[src/rtl/rx_word_assembler_if.sv]
// ---------------------------------------------------------------------------
// rx_word_assembler_if
// Bundles the decoder-side symbol stream, the readout side of the word FIFO
// and the status counters of rx_word_assembler.
//   slave  : the assembler (consumes symbols and READ, drives word/status)
//   master : the decoder/readout side that drives symbols and READ
// Signals:
//   ENABLE, CLR_CNT, DEC_VALID, DEC_K, DEC_DATA[7:0], DEC_ERR, READ   -> slave
//   DATA, TAG, EMPTY, FULL, SIZE, DECODER_ERR_CNT, TRUNC_CNT, LOST_CNT <- slave
// ---------------------------------------------------------------------------
interface rx_word_assembler_if #(
    parameter int BYTES_PER_WORD = 3,
    parameter int FIFO_DEPTH     = 8,
    parameter int CNT_WIDTH      = 8
);
    logic                            ENABLE;
    logic                            CLR_CNT;
    logic                            DEC_VALID;
    logic                            DEC_K;
    logic [7:0]                      DEC_DATA;
    logic                            DEC_ERR;
    logic                            READ;
    logic [BYTES_PER_WORD*8-1:0]     DATA;
    logic                            TAG;
    logic                            EMPTY;
    logic                            FULL;
    logic [$clog2(FIFO_DEPTH):0]     SIZE;
    logic [CNT_WIDTH-1:0]            DECODER_ERR_CNT;
    logic [CNT_WIDTH-1:0]            TRUNC_CNT;
    logic [CNT_WIDTH-1:0]            LOST_CNT;

    modport master (
        output ENABLE, CLR_CNT, DEC_VALID, DEC_K, DEC_DATA, DEC_ERR, READ,
        input  DATA, TAG, EMPTY, FULL, SIZE, DECODER_ERR_CNT, TRUNC_CNT, LOST_CNT
    );

    modport slave (
        input  ENABLE, CLR_CNT, DEC_VALID, DEC_K, DEC_DATA, DEC_ERR, READ,
        output DATA, TAG, EMPTY, FULL, SIZE, DECODER_ERR_CNT, TRUNC_CNT, LOST_CNT
    );
endinterface

[src/rtl/rx_word_assembler.sv]
// ---------------------------------------------------------------------------
// rx_word_assembler
// Packs BYTES_PER_WORD decoded 8b10b data bytes (first byte in the MSBs) into
// words and buffers them in a FIFO_DEPTH-entry show-ahead FIFO. K symbols and
// decoder errors resynchronise the assembler; partial words discarded by them
// are counted in TRUNC_CNT, errors in DECODER_ERR_CNT and words dropped on a
// full FIFO in LOST_CNT. All counters saturate.
// Ports:
//   WCLK     word clock (rising edge)
//   RESET_N  asynchronous active-low reset
//   bus      rx_word_assembler_if.slave (symbol input, FIFO readout, counters)
// Optional feature: define RX_KWORD_RECORD_EN to store error-free K symbols
// equal to KWORD_CODE as tagged words (TAG = 1). Without it TAG is tied low.
// ---------------------------------------------------------------------------
module rx_word_assembler #(
    parameter int         BYTES_PER_WORD = 3,
    parameter int         FIFO_DEPTH     = 8,
    parameter int         CNT_WIDTH      = 8,
    parameter logic [7:0] KWORD_CODE     = 8'hFC
) (
    input logic               WCLK,
    input logic               RESET_N,
    rx_word_assembler_if.slave bus
);
    localparam int W      = BYTES_PER_WORD * 8;
    localparam int PTR_W  = $clog2(FIFO_DEPTH);
    localparam int BSEL_W = (BYTES_PER_WORD > 1) ? $clog2(BYTES_PER_WORD) : 1;
`ifdef RX_KWORD_RECORD_EN
    localparam bit KW_EN = 1'b1;
`else
    localparam bit KW_EN = 1'b0;
`endif

    typedef enum logic {IDLE, COLLECT} state_t;

    // Saturating increment with clear taking priority.
    function automatic logic [CNT_WIDTH-1:0] cnt_next(
        input logic [CNT_WIDTH-1:0] v, input logic clr, input logic inc);
        if (clr)
            return '0;
        else if (inc && !(&v))
            return v + CNT_WIDTH'(1);
        else
            return v;
    endfunction

    state_t              r_state, w_state_nxt;
    logic [BSEL_W-1:0]   r_bsel, w_bsel_nxt;
    logic [W-1:0]        r_asm;
    logic [W-1:0]        w_next_asm;
    logic                r_wr_stb;
    logic [W-1:0]        r_wr_data;
    logic                w_accept, w_store, w_complete, w_trunc, w_kword;

    logic [W-1:0]        r_mem [FIFO_DEPTH];
    logic [PTR_W-1:0]    r_wr_ptr, r_rd_ptr;
    logic [PTR_W:0]      r_size;
    logic                w_full, w_empty, w_pop, w_push, w_lost;
    logic [CNT_WIDTH-1:0] r_err_cnt, r_trunc_cnt, r_lost_cnt;

    assign w_accept   = bus.DEC_VALID & bus.ENABLE;
    assign w_next_asm = (r_asm << 8) | W'(bus.DEC_DATA);

    // Next-state / decode
    always_comb begin
        w_state_nxt = r_state;
        w_bsel_nxt  = r_bsel;
        w_store     = 1'b0;
        w_complete  = 1'b0;
        w_trunc     = 1'b0;
        w_kword     = 1'b0;
        unique case (r_state)
            IDLE: begin
                if (w_accept && !bus.DEC_ERR && !bus.DEC_K) begin
                    w_store = 1'b1;
                    if (BYTES_PER_WORD == 1) begin
                        w_complete = 1'b1;
                    end else begin
                        w_state_nxt = COLLECT;
                        w_bsel_nxt  = BSEL_W'(1);
                    end
                end else if (w_accept && !bus.DEC_ERR && bus.DEC_K) begin
                    w_kword = KW_EN && (bus.DEC_DATA == KWORD_CODE);
                end
            end
            COLLECT: begin
                if (!bus.ENABLE) begin
                    // Enable dropped mid-word: silent discard.
                    w_state_nxt = IDLE;
                    w_bsel_nxt  = '0;
                end else if (bus.DEC_VALID) begin
                    if (bus.DEC_ERR || bus.DEC_K) begin
                        w_trunc     = 1'b1;
                        w_kword     = KW_EN && !bus.DEC_ERR && bus.DEC_K &&
                                      (bus.DEC_DATA == KWORD_CODE);
                        w_state_nxt = IDLE;
                        w_bsel_nxt  = '0;
                    end else begin
                        w_store = 1'b1;
                        if (r_bsel == BSEL_W'(BYTES_PER_WORD - 1)) begin
                            w_complete  = 1'b1;
                            w_state_nxt = IDLE;
                            w_bsel_nxt  = '0;
                        end else begin
                            w_bsel_nxt = r_bsel + BSEL_W'(1);
                        end
                    end
                end
            end
            default: begin
                w_state_nxt = IDLE;
                w_bsel_nxt  = '0;
            end
        endcase
    end

    always_ff @(posedge WCLK or negedge RESET_N) begin
        if (!RESET_N) begin
            r_state  <= IDLE;
            r_bsel   <= '0;
            r_wr_stb <= 1'b0;
        end else begin
            r_state  <= w_state_nxt;
            r_bsel   <= w_bsel_nxt;
            r_wr_stb <= w_complete | w_kword;
        end
    end

    // Byte assembly and write staging: data only, no reset needed since every
    // written word is fully overwritten before its strobe.
    always_ff @(posedge WCLK) begin
        if (w_store)
            r_asm <= w_next_asm;
        if (w_kword)
            r_wr_data <= W'(KWORD_CODE);
        else if (w_complete)
            r_wr_data <= w_next_asm;
    end

    // Word FIFO
    assign w_full  = (r_size == (PTR_W+1)'(FIFO_DEPTH));
    assign w_empty = (r_size == '0);
    assign w_pop   = bus.READ & ~w_empty;
    // On a full FIFO a simultaneous pop frees the slot being written.
    assign w_push  = r_wr_stb & (~w_full | w_pop);
    assign w_lost  = r_wr_stb & w_full & ~w_pop;

    always_ff @(posedge WCLK or negedge RESET_N) begin
        if (!RESET_N) begin
            r_wr_ptr    <= '0;
            r_rd_ptr    <= '0;
            r_size      <= '0;
            r_err_cnt   <= '0;
            r_trunc_cnt <= '0;
            r_lost_cnt  <= '0;
        end else begin
            if (w_push)
                r_wr_ptr <= r_wr_ptr + PTR_W'(1);
            if (w_pop)
                r_rd_ptr <= r_rd_ptr + PTR_W'(1);
            if (w_push && !w_pop)
                r_size <= r_size + (PTR_W+1)'(1);
            else if (w_pop && !w_push)
                r_size <= r_size - (PTR_W+1)'(1);
            r_err_cnt   <= cnt_next(r_err_cnt, bus.CLR_CNT, w_accept & bus.DEC_ERR);
            r_trunc_cnt <= cnt_next(r_trunc_cnt, bus.CLR_CNT, w_trunc);
            r_lost_cnt  <= cnt_next(r_lost_cnt, bus.CLR_CNT, w_lost);
        end
    end

    always_ff @(posedge WCLK) begin
        if (w_push)
            r_mem[r_wr_ptr] <= r_wr_data;
    end

`ifdef RX_KWORD_RECORD_EN
    logic r_wr_tag;
    logic r_tag_mem [FIFO_DEPTH];

    always_ff @(posedge WCLK) begin
        if (w_kword || w_complete)
            r_wr_tag <= w_kword;
        if (w_push)
            r_tag_mem[r_wr_ptr] <= r_wr_tag;
    end

    assign bus.TAG = ~w_empty & r_tag_mem[r_rd_ptr];
`else
    assign bus.TAG = 1'b0;
`endif

    // Head word is forced to zero while empty so reset shows DATA = 0.
    assign bus.DATA            = w_empty ? '0 : r_mem[r_rd_ptr];
    assign bus.EMPTY           = w_empty;
    assign bus.FULL            = w_full;
    assign bus.SIZE            = r_size;
    assign bus.DECODER_ERR_CNT = r_err_cnt;
    assign bus.TRUNC_CNT       = r_trunc_cnt;
    assign bus.LOST_CNT        = r_lost_cnt;

endmodule

[src/flat_wrapper.sv]
// flat-port wrapper written by rule: the top's interface ports become plain ports
module rx_word_assembler_flat 
#(
    parameter int         BYTES_PER_WORD = 3,
    parameter int         FIFO_DEPTH     = 8,
    parameter int         CNT_WIDTH      = 8,
    parameter logic [7:0] KWORD_CODE     = 8'hFC
)
  (WCLK, RESET_N, bus_ENABLE, bus_CLR_CNT, bus_DEC_VALID, bus_DEC_K, bus_DEC_DATA, bus_DEC_ERR, bus_READ, bus_DATA, bus_TAG, bus_EMPTY, bus_FULL, bus_SIZE, bus_DECODER_ERR_CNT, bus_TRUNC_CNT, bus_LOST_CNT);
  rx_word_assembler_if #(.BYTES_PER_WORD(BYTES_PER_WORD), .FIFO_DEPTH(FIFO_DEPTH), .CNT_WIDTH(CNT_WIDTH)) bus_i ();
  input logic WCLK;
  input logic RESET_N;
  input wire logic [$bits(bus_i.ENABLE)-1:0] bus_ENABLE;
  input wire logic [$bits(bus_i.CLR_CNT)-1:0] bus_CLR_CNT;
  input wire logic [$bits(bus_i.DEC_VALID)-1:0] bus_DEC_VALID;
  input wire logic [$bits(bus_i.DEC_K)-1:0] bus_DEC_K;
  input wire logic [$bits(bus_i.DEC_DATA)-1:0] bus_DEC_DATA;
  input wire logic [$bits(bus_i.DEC_ERR)-1:0] bus_DEC_ERR;
  input wire logic [$bits(bus_i.READ)-1:0] bus_READ;
  output wire logic [$bits(bus_i.DATA)-1:0] bus_DATA;
  output wire logic [$bits(bus_i.TAG)-1:0] bus_TAG;
  output wire logic [$bits(bus_i.EMPTY)-1:0] bus_EMPTY;
  output wire logic [$bits(bus_i.FULL)-1:0] bus_FULL;
  output wire logic [$bits(bus_i.SIZE)-1:0] bus_SIZE;
  output wire logic [$bits(bus_i.DECODER_ERR_CNT)-1:0] bus_DECODER_ERR_CNT;
  output wire logic [$bits(bus_i.TRUNC_CNT)-1:0] bus_TRUNC_CNT;
  output wire logic [$bits(bus_i.LOST_CNT)-1:0] bus_LOST_CNT;
  assign bus_i.ENABLE = bus_ENABLE;
  assign bus_i.CLR_CNT = bus_CLR_CNT;
  assign bus_i.DEC_VALID = bus_DEC_VALID;
  assign bus_i.DEC_K = bus_DEC_K;
  assign bus_i.DEC_DATA = bus_DEC_DATA;
  assign bus_i.DEC_ERR = bus_DEC_ERR;
  assign bus_i.READ = bus_READ;
  assign bus_DATA = bus_i.DATA;
  assign bus_TAG = bus_i.TAG;
  assign bus_EMPTY = bus_i.EMPTY;
  assign bus_FULL = bus_i.FULL;
  assign bus_SIZE = bus_i.SIZE;
  assign bus_DECODER_ERR_CNT = bus_i.DECODER_ERR_CNT;
  assign bus_TRUNC_CNT = bus_i.TRUNC_CNT;
  assign bus_LOST_CNT = bus_i.LOST_CNT;
  rx_word_assembler #(.BYTES_PER_WORD(BYTES_PER_WORD), .FIFO_DEPTH(FIFO_DEPTH), .CNT_WIDTH(CNT_WIDTH), .KWORD_CODE(KWORD_CODE)) u_core (.WCLK(WCLK), .RESET_N(RESET_N), .bus(bus_i));
endmodule
[config.mk]
export PLATFORM = sky130hd
export DESIGN_NAME = rx_word_assembler_flat
export DESIGN_NICKNAME = d
export VERILOG_FILES = /design/src/rtl/rx_word_assembler_if.sv /design/src/rtl/rx_word_assembler.sv /design/src/flat_wrapper.sv
export SDC_FILE = /design/constraint.sdc
export NUM_CORES = 1
export LEC_CHECK = 0
export ABC_AREA = 1
export CORE_MARGIN = 4
export CORE_UTILIZATION = 40
export DETAILED_ROUTE_END_ITERATION = 10
export SETUP_SLACK_MARGIN = 0.1
export SLEW_MARGIN = 25
export SYNTH_ARGS = -nofsm -noshare
export SYNTH_HDL_FRONTEND = slang
export SYNTH_SLANG_ARGS = --single-unit
[constraint.sdc]
create_clock -name WCLK -period 4.6 [get_ports WCLK]
set_input_delay 1.38 -clock WCLK [delete_from_list [all_inputs] [get_ports WCLK]]
set_output_delay 1.38 -clock WCLK [all_outputs]
set_load 0.01 [all_outputs]
==> results by group, run 1 <==
Run status
  • Outcome: finished, final reports clean

Finish
  • Post-layout instance count excluding filler cells: between 1000 and 1500
  • Antenna diodes: 0
  • Nets: about 1100
  • Share of layout cells above drive strength 1: ~8.7%
  • Post-route cell area: 0.0131 mm^2
  • Area grow syn2layout: 17.5%

Min path
  • Hold EP: u_core.r_wr_data[22]
  • Hold Startpoint: u_core.r_asm[14]
  • HP Class: reg2reg
  • Hold depth: 0

CTS
  • Clk root buf: clkbuf_16
  • Clock latency on the worst-skew pair: 520 ps
  • CTS tree: yes
  • Number of buffers created by CTS: 27
  • # H-tree levels: 1
  • Longest Clk Path Bufs: 3
  • Hold buffers post-CTS: 0
  • Post_cts resized: 0
  • Post-CTS setup buffer count: 0
  • Clock sink count: 270
  • Clock transition at path regs: 60 ps

Logic synthesis
  • Ranking of synthesized cells by area: edfxtp_1 63%, nor2_1 8.6%, dfrtp_1 8.5%
  • Post-synthesis sequential area ratio: a little over 70%
  • Synthesized cell area: 0.0111 mm^2
  • Synthesis-stage register bit count: between 200 and 300
  • Cells after synthesis: 973
  • Yosys cell types: 35
  • Syn_nets: 998
  • Yosys top cell area share: 62.6%
  • Avg Cell Area, Syn: ~11 um^2
  • Yosys warnings: 0
  • Cell taking the most area after synthesis: edfxtp_1

Critical path
  • Reg2reg start: u_core.bus.SIZE[0]
  • Buf+Inv Stages, Crit Path: 3
  • Worst Reg2Reg Path Length in Cells: 11
  • CP required: 3220 ps
  • Flop-to-flop setup slack: 1970 ps
  • Data arrival, critical path: about 2700 ps
  • Peak per-stage delay on the critical path: 560 ps
  • Top delay family on crit path: buffers and inverters
  • CP Capture Type: output pin
  • Critical path peak fanout: 45
  • Cells along the critical path: inv_4, buf_4, nor2_1, o21ai_0, nor2_1, nor2_1, clkdlybuf4s50_1
  • Critical path launch point type: flip-flop
  • Crit Reg-Reg Endpoint: u_core.bus.SIZE[3]
  • Worst path most repeated cell: nor2_1
  • Setup Crit Path Kind: reg2out
  • Critical-path top delay cell: clkdlybuf4s50_1

Global route
  • GRT Total Usage: roughly 15%
  • First-pass GRT wire length: 37500 um
  • Largest net degree at the start of global routing: 54
  • Number of global-route vias before repair: 6980
  • Global route overflow: 0
  • Initial antenna violation count: 0

Placement
  • Placed inst area: 0.0122 mm^2
  • Setup WS pre-CTS: 1020 ps
  • Hpwl dp: 13600 um
  • IO Port Bufs: 69
  • Cells after DPL: 1393
  • GP Congestion: 0.793

Route
  • Final WL: around 23000 um
  • Drt first pass iters: 5
  • Routed vias/inst: 4.90
  • Routed len/inst: 16.2 um
  • Residual DRC count: 0
  • Initial DRC Count: between 400 and 500
  • Routed via count: 7063
  • Routed Antenna Nets: 0

Floorplanning
  • Die Ht: 175 um
  • Chip width: 175 um
  • I/O Pins: 71
  • Initial Utilization: 41.0%
  • Core ar.: 0.0272 mm^2
  • Die area: roughly 0.031 mm^2
  • # rows: 60

Timing
  • Max Slew Vio Count: 0
  • Clock skew: 7.42 ps
  • RSZ-0062 raised after global routing: no
  • Setup TNS: 0 ps
  • Final hold violation count: 0
  • Fin crit share: ~90%
  • Slew @ Worst Pin: ~850 ps
  • Setup ws final: 523 ps
  • Slew headroom: 43.2%
  • Fmax: ~0.25 GHz
  • Min Tclk post-route: 4080 ps
  • Setup violators final: 0

Pwr
  • Leakage: between 4 and 5 nW
  • Pwr Density: 543 mW/mm^2
  • Peak supply drop: 0.000275 V

Run
  • Max cap viols: 0
[worst max-delay path by stage]
stage	endpoint	from	slack, ps	cells after the start
2_1_floorplan	u_core.r_wr_data[0]	bus_DEC_VALID	190	4
3_3_place_gp	bus_DATA[21]	u_core.r_rd_ptr[0]	1010	7
3_5_place_dp	bus_DATA[21]	u_core.r_rd_ptr[0]	1020	7
4_1_cts	bus_DATA[21]	u_core.r_rd_ptr[0]	450	7
5_1_grt	bus_DATA[21]	u_core.r_rd_ptr[0]	360	8
6_report	bus_DATA[18]	u_core.r_rd_ptr[0]	520	7
[worst reg2reg max path, cell delays in order, from the launching register on]
cell and delay, ps:
dfrtp_1 450, nor2_1 180, nand2_2 460, nand2_4 280
ha_1 210, inv_1 90, ha_1 310, or2_2 280
nand2_1 80, xnor2_1 110, nand2_1 60, nand2_1 50
[cell usage after synthesis, drive strengths merged]
library cell  instances
nand3                58
buf                  29
xnor2                 6
o22ai                 1
clkinv                1
edfxtp              232
o21bai                2
nand4                 1
inv                  39
nor3                  3
or2                   3
xor2                  5
fa                    1
clkbuf               14
nor4                  1
nor2                260
nand2               130
o21a                  1
ha                    8
o21ai               134
dfrtp                38
conb                  1
a21oi                 5
[cells in the final DEF (no fill, tap or decap), types with 6 or more instances in the layout]
cell	Yosys	layout
inv_1	36	36
clkdlybuf4s50_1	0	68
dfrtp_1	38	35
nand2_1	125	125
xnor2_1	6	6
nand3_1	57	57
clkbuf_16	0	27
nor2_2	6	14
nor2_1	254	246
buf_4	5	20
o21ai_1	52	52
clkinv_2	0	6
o21ai_0	81	81
edfxtp_1	232	232
ha_1	8	8
[power by group]
| part | total (W) | switching, W | internal [W] |
|---|---|---|---|
| sequential | 0.00283 | 0.000153 | 0.00268 |
| clock | 0.00206 | 0.000872 | 0.00119 |
| combinational | 0.00221 | 0.00124 | 0.000969 |
[per-stage QoR]
stage,utilization [%],hold slack [ps],total power (W)
final,48.1,426,0.00710
after global routing,48.1,435,0.00756
after CTS,48.1,423,0.00721
after detailed placement,45.0,412,0.00514
after global placement,45.0,401,0.00512
after floorplan,-,400,0.00426
[metal layers]
layer / vias to the layer above / part of all wire (%) / global-route usage [%]
li1: 3480 / - / -
met1: 3439 / 46 / 20.3
met2: 112 / 49 / 26.5
met5: - / 0 / 0
met4: 0 / 1.5 / 3.67
met3: 32 / 3.2 / 2.10
[layout make-up]
type                    count  area [um^2]
clock inverters            16          138
clock buffers              32          694
inverters                  40          153
flip-flops and latches    270         7920
well taps                 372          465
multi-input cells         620         2830
repair buffers             91          876
fillers                  2493        14100
[sequential cells by signal, summed over array words and instances, names as in the netlist]
signal,count
u_core.r_wr_ptr,3
u_core.r_wr_stb,1
u_core.bus.SIZE,4
u_core.bus.LOST_CNT,8
u_core.r_rd_ptr,3
u_core.r_bsel,2
u_core.bus.TRUNC_CNT,8
u_core.r_wr_data,24
u_core.bus.DECODER_ERR_CNT,8
u_core.r_asm,16
u_core.r_mem,192
u_core.r_state,1
[cells by family after synthesis]
kind of cell	synth area share (%)
AND/OR/NAND/NOR	16.6
flip-flops	71.1
AO/OA/AOI/OAI	6.54
buffers and inverters	3.71
XOR/XNOR	0.866
adder cells (fa/ha/maj)	1.08
other	0.0337
No activity file was read; power rests on OpenSTA's default activity.
==> run 2: changes to the inputs <==
Clock period 4.6 ns to 4 ns, I/O delays scaled along.
==> run 2 against run 1 <==
Critical path depth increased by 1. Clock power increased by 24%. Final cell count increased by 0.14%. Clock skew increased by 21 ps. Count of clock-buffer cells in the layout increased by 3. First-iteration DRC count decreased by 2.0%. Utilization increased by 0.43 points. Sequential share of layout area decreased by 0.50 points. Combinational power increased by 16%. Power increased by 18%. Global-route usage decreased by 0.26 points.
==> results by group, run 2 (synthesized netlist as in run 1, its figures left out) <==
Route
  • Routed Antenna Nets: 0
  • Residual DRC count: 0
  • Routed via count: roughly 7000
  • Routed vias/inst: 4.85
  • Routed len/inst: between 15 and 20 um
  • Initial DRC Count: 480
  • Drt first pass iters: 5
  • Final WL: 22900 um

Placement
  • Setup WS pre-CTS: 608 ps
  • GP Congestion: 0.794
  • Cells after DPL: around 1400
  • IO Port Bufs: 69
  • Hpwl dp: 13300 um

Timing
  • Final hold violation count: 0
  • Min Tclk post-route: 3780 ps
  • Setup TNS: 0 ps
  • Clock skew: about 28 ps
  • Slew @ Worst Pin: 923 ps
  • Setup violators final: 0
  • Slew headroom: between 30% and 40%
  • Fin crit share: 94.5%
  • Setup ws final: 219 ps
  • Max Slew Vio Count: 0
  • RSZ-0062 raised after global routing: no
  • Fmax: 0.264 GHz

CTS
  • Clock latency on the worst-skew pair: 550 ps
  • Post-CTS setup buffer count: 0
  • Number of buffers created by CTS: 27
  • CTS tree: yes
  • # H-tree levels: 1
  • Clock transition at path regs: 60 ps
  • Longest Clk Path Bufs: 3
  • Clk root buf: clkbuf_16
  • Clock sink count: 270

Critical path
  • Critical-path top delay cell: clkdlybuf4s50_1
  • Peak per-stage delay on the critical path: ~560 ps
  • Setup Crit Path Kind: reg2out
  • Worst path most repeated cell: nor2_1
  • Cells along the critical path: inv_6, buf_12, buf_4, o21ai_0, o21ai_1, nor2_1, nor2_1, clkdlybuf4s50_1
  • Critical path depth: 8
  • Data arrival, critical path: ~2600 ps
  • Top delay family on crit path: buffers and inverters
  • CP required: 2800 ps
  • CP Capture Type: output pin
  • Buf+Inv Stages, Crit Path: 4
  • Critical path launch point type: flip-flop
  • Reg2reg start: u_core.bus.SIZE[1]
  • Critical path peak fanout: 26
  • Worst Setup SP: u_core.r_rd_ptr[0]
  • Worst Reg2Reg Path Length in Cells: 11

Finish
  • Antenna diodes: 0
  • Post-layout instance count excluding filler cells: 1443
  • Largest Register: u_core.r_mem
  • Largest register FFs: 192
  • Final design utilization: 48.5%
  • Most frequent cells in the layout: 246 x nor2_1, 232 x edfxtp_1, 125 x nand2_1, 81 x o21ai_0, 68 x clkdlybuf4s50_1
  • Area grow syn2layout: 18.5%
  • Share of layout cells above drive strength 1: 9.06%
  • Commonest non-fill, non-tap cell in the layout: nor2_1
  • Nets: 1075
  • Largest registers: u_core.r_mem (192), u_core.r_wr_data (24), u_core.r_asm (16)

Global route
  • First-pass GRT wire length: 37100 um
  • Largest net degree at the start of global routing: between 50 and 60
  • Initial antenna violation count: 0
  • GRT Total Usage: around 15%
  • Number of global-route vias before repair: about 7000
  • Global route overflow: 0

Floorplanning
  • Chip width: around 170 um
  • Initial Utilization: 41.0%
  • Die Ht: 175 um
  • # rows: 60
  • I/O Pins: 71
  • Core ar.: 0.0272 mm^2
  • Die area: 0.0306 mm^2

Pwr
  • Pwr Density: 635 mW/mm^2
  • Comb power frac: between 30 and 40%
  • Int Pwr: 0.00573 W
  • Peak supply drop: 0.000288 V
  • Clock share of power: 30.4%
  • Leakage: 4.81 nW
  • Switching part of the total: 31.6%
  • NetSw: 0.00265 W
  • Flop pwr share: 39.0%
  • Pwr Total: 0.00838 W

Min path
  • Hold Startpoint: u_core.r_asm[14]
  • Hold depth: 0
  • HP Class: reg2reg

Run status
  • Outcome: finished, final reports clean

Run
  • Max cap viols: 0
run 2: cell count changes in the layout (fill, tap and decap cells not counted), moves of 2 or more:
cell      before  now
buf_4         20   18
clkbuf_8       0    4
dfrtp_4        0    2
dfrtp_2        3    1
run 2: path summary, 6_finish.rpt:
path                                             end  slack (ps)
worst max-delay path                     bus_DATA[5]         220
worst min register to register  u_core.r_wr_data[22]         400
worst min-delay path            u_core.r_wr_data[22]         400
worst max register to register    u_core.bus.SIZE[3]        1390
min in group asynchronous           u_core.r_bsel[0]         790
max in group asynchronous         u_core.r_rd_ptr[1]        2520
run 2: repair_timing:
item	CTS	global route
hold buffers	0	0
resized for setup	1	5
setup endpoints to repair	9	11
run 2: per-layer routing:
metal / wire length [um] / track usage (%) / vias up
met5: 0 / 0 / -
met1: 10000 / 19.2 / 3355
met4: 278 / 3.27 / 0
met2: 11600 / 27.0 / 142
met3: 1050 / 2.34 / 21
li1: - / - / 3480
run 2: cell type report:
cell class,instances,area [um^2]
flip-flops and latches,270,7930
inverters,40,158
repair buffers,91,892
fillers,2467,14000
multi-input cells,620,2830
clock inverters,15,168
clock buffers,35,746
well taps,372,465
run 2: power by group through the flow:
stage / Clock (W) / Combinational (W) / Sequential, W
2_1_floorplan: 0 / 0.00169 / 0.00320
3_3_place_gp: 0 / 0.00259 / 0.00332
3_5_place_dp: 0 / 0.00261 / 0.00332
4_1_cts: 0.00259 / 0.00262 / 0.00326
5_1_grt: 0.00272 / 0.00291 / 0.00329
6_report: 0.00255 / 0.00256 / 0.00327
run 2: through the flow:
stage	cell area [um^2]	hold WS, ps
floorplan	11100	400
global placement	12300	403
detailed placement	12300	405
CTS	13200	405
global route	13200	428
finish	13200	400
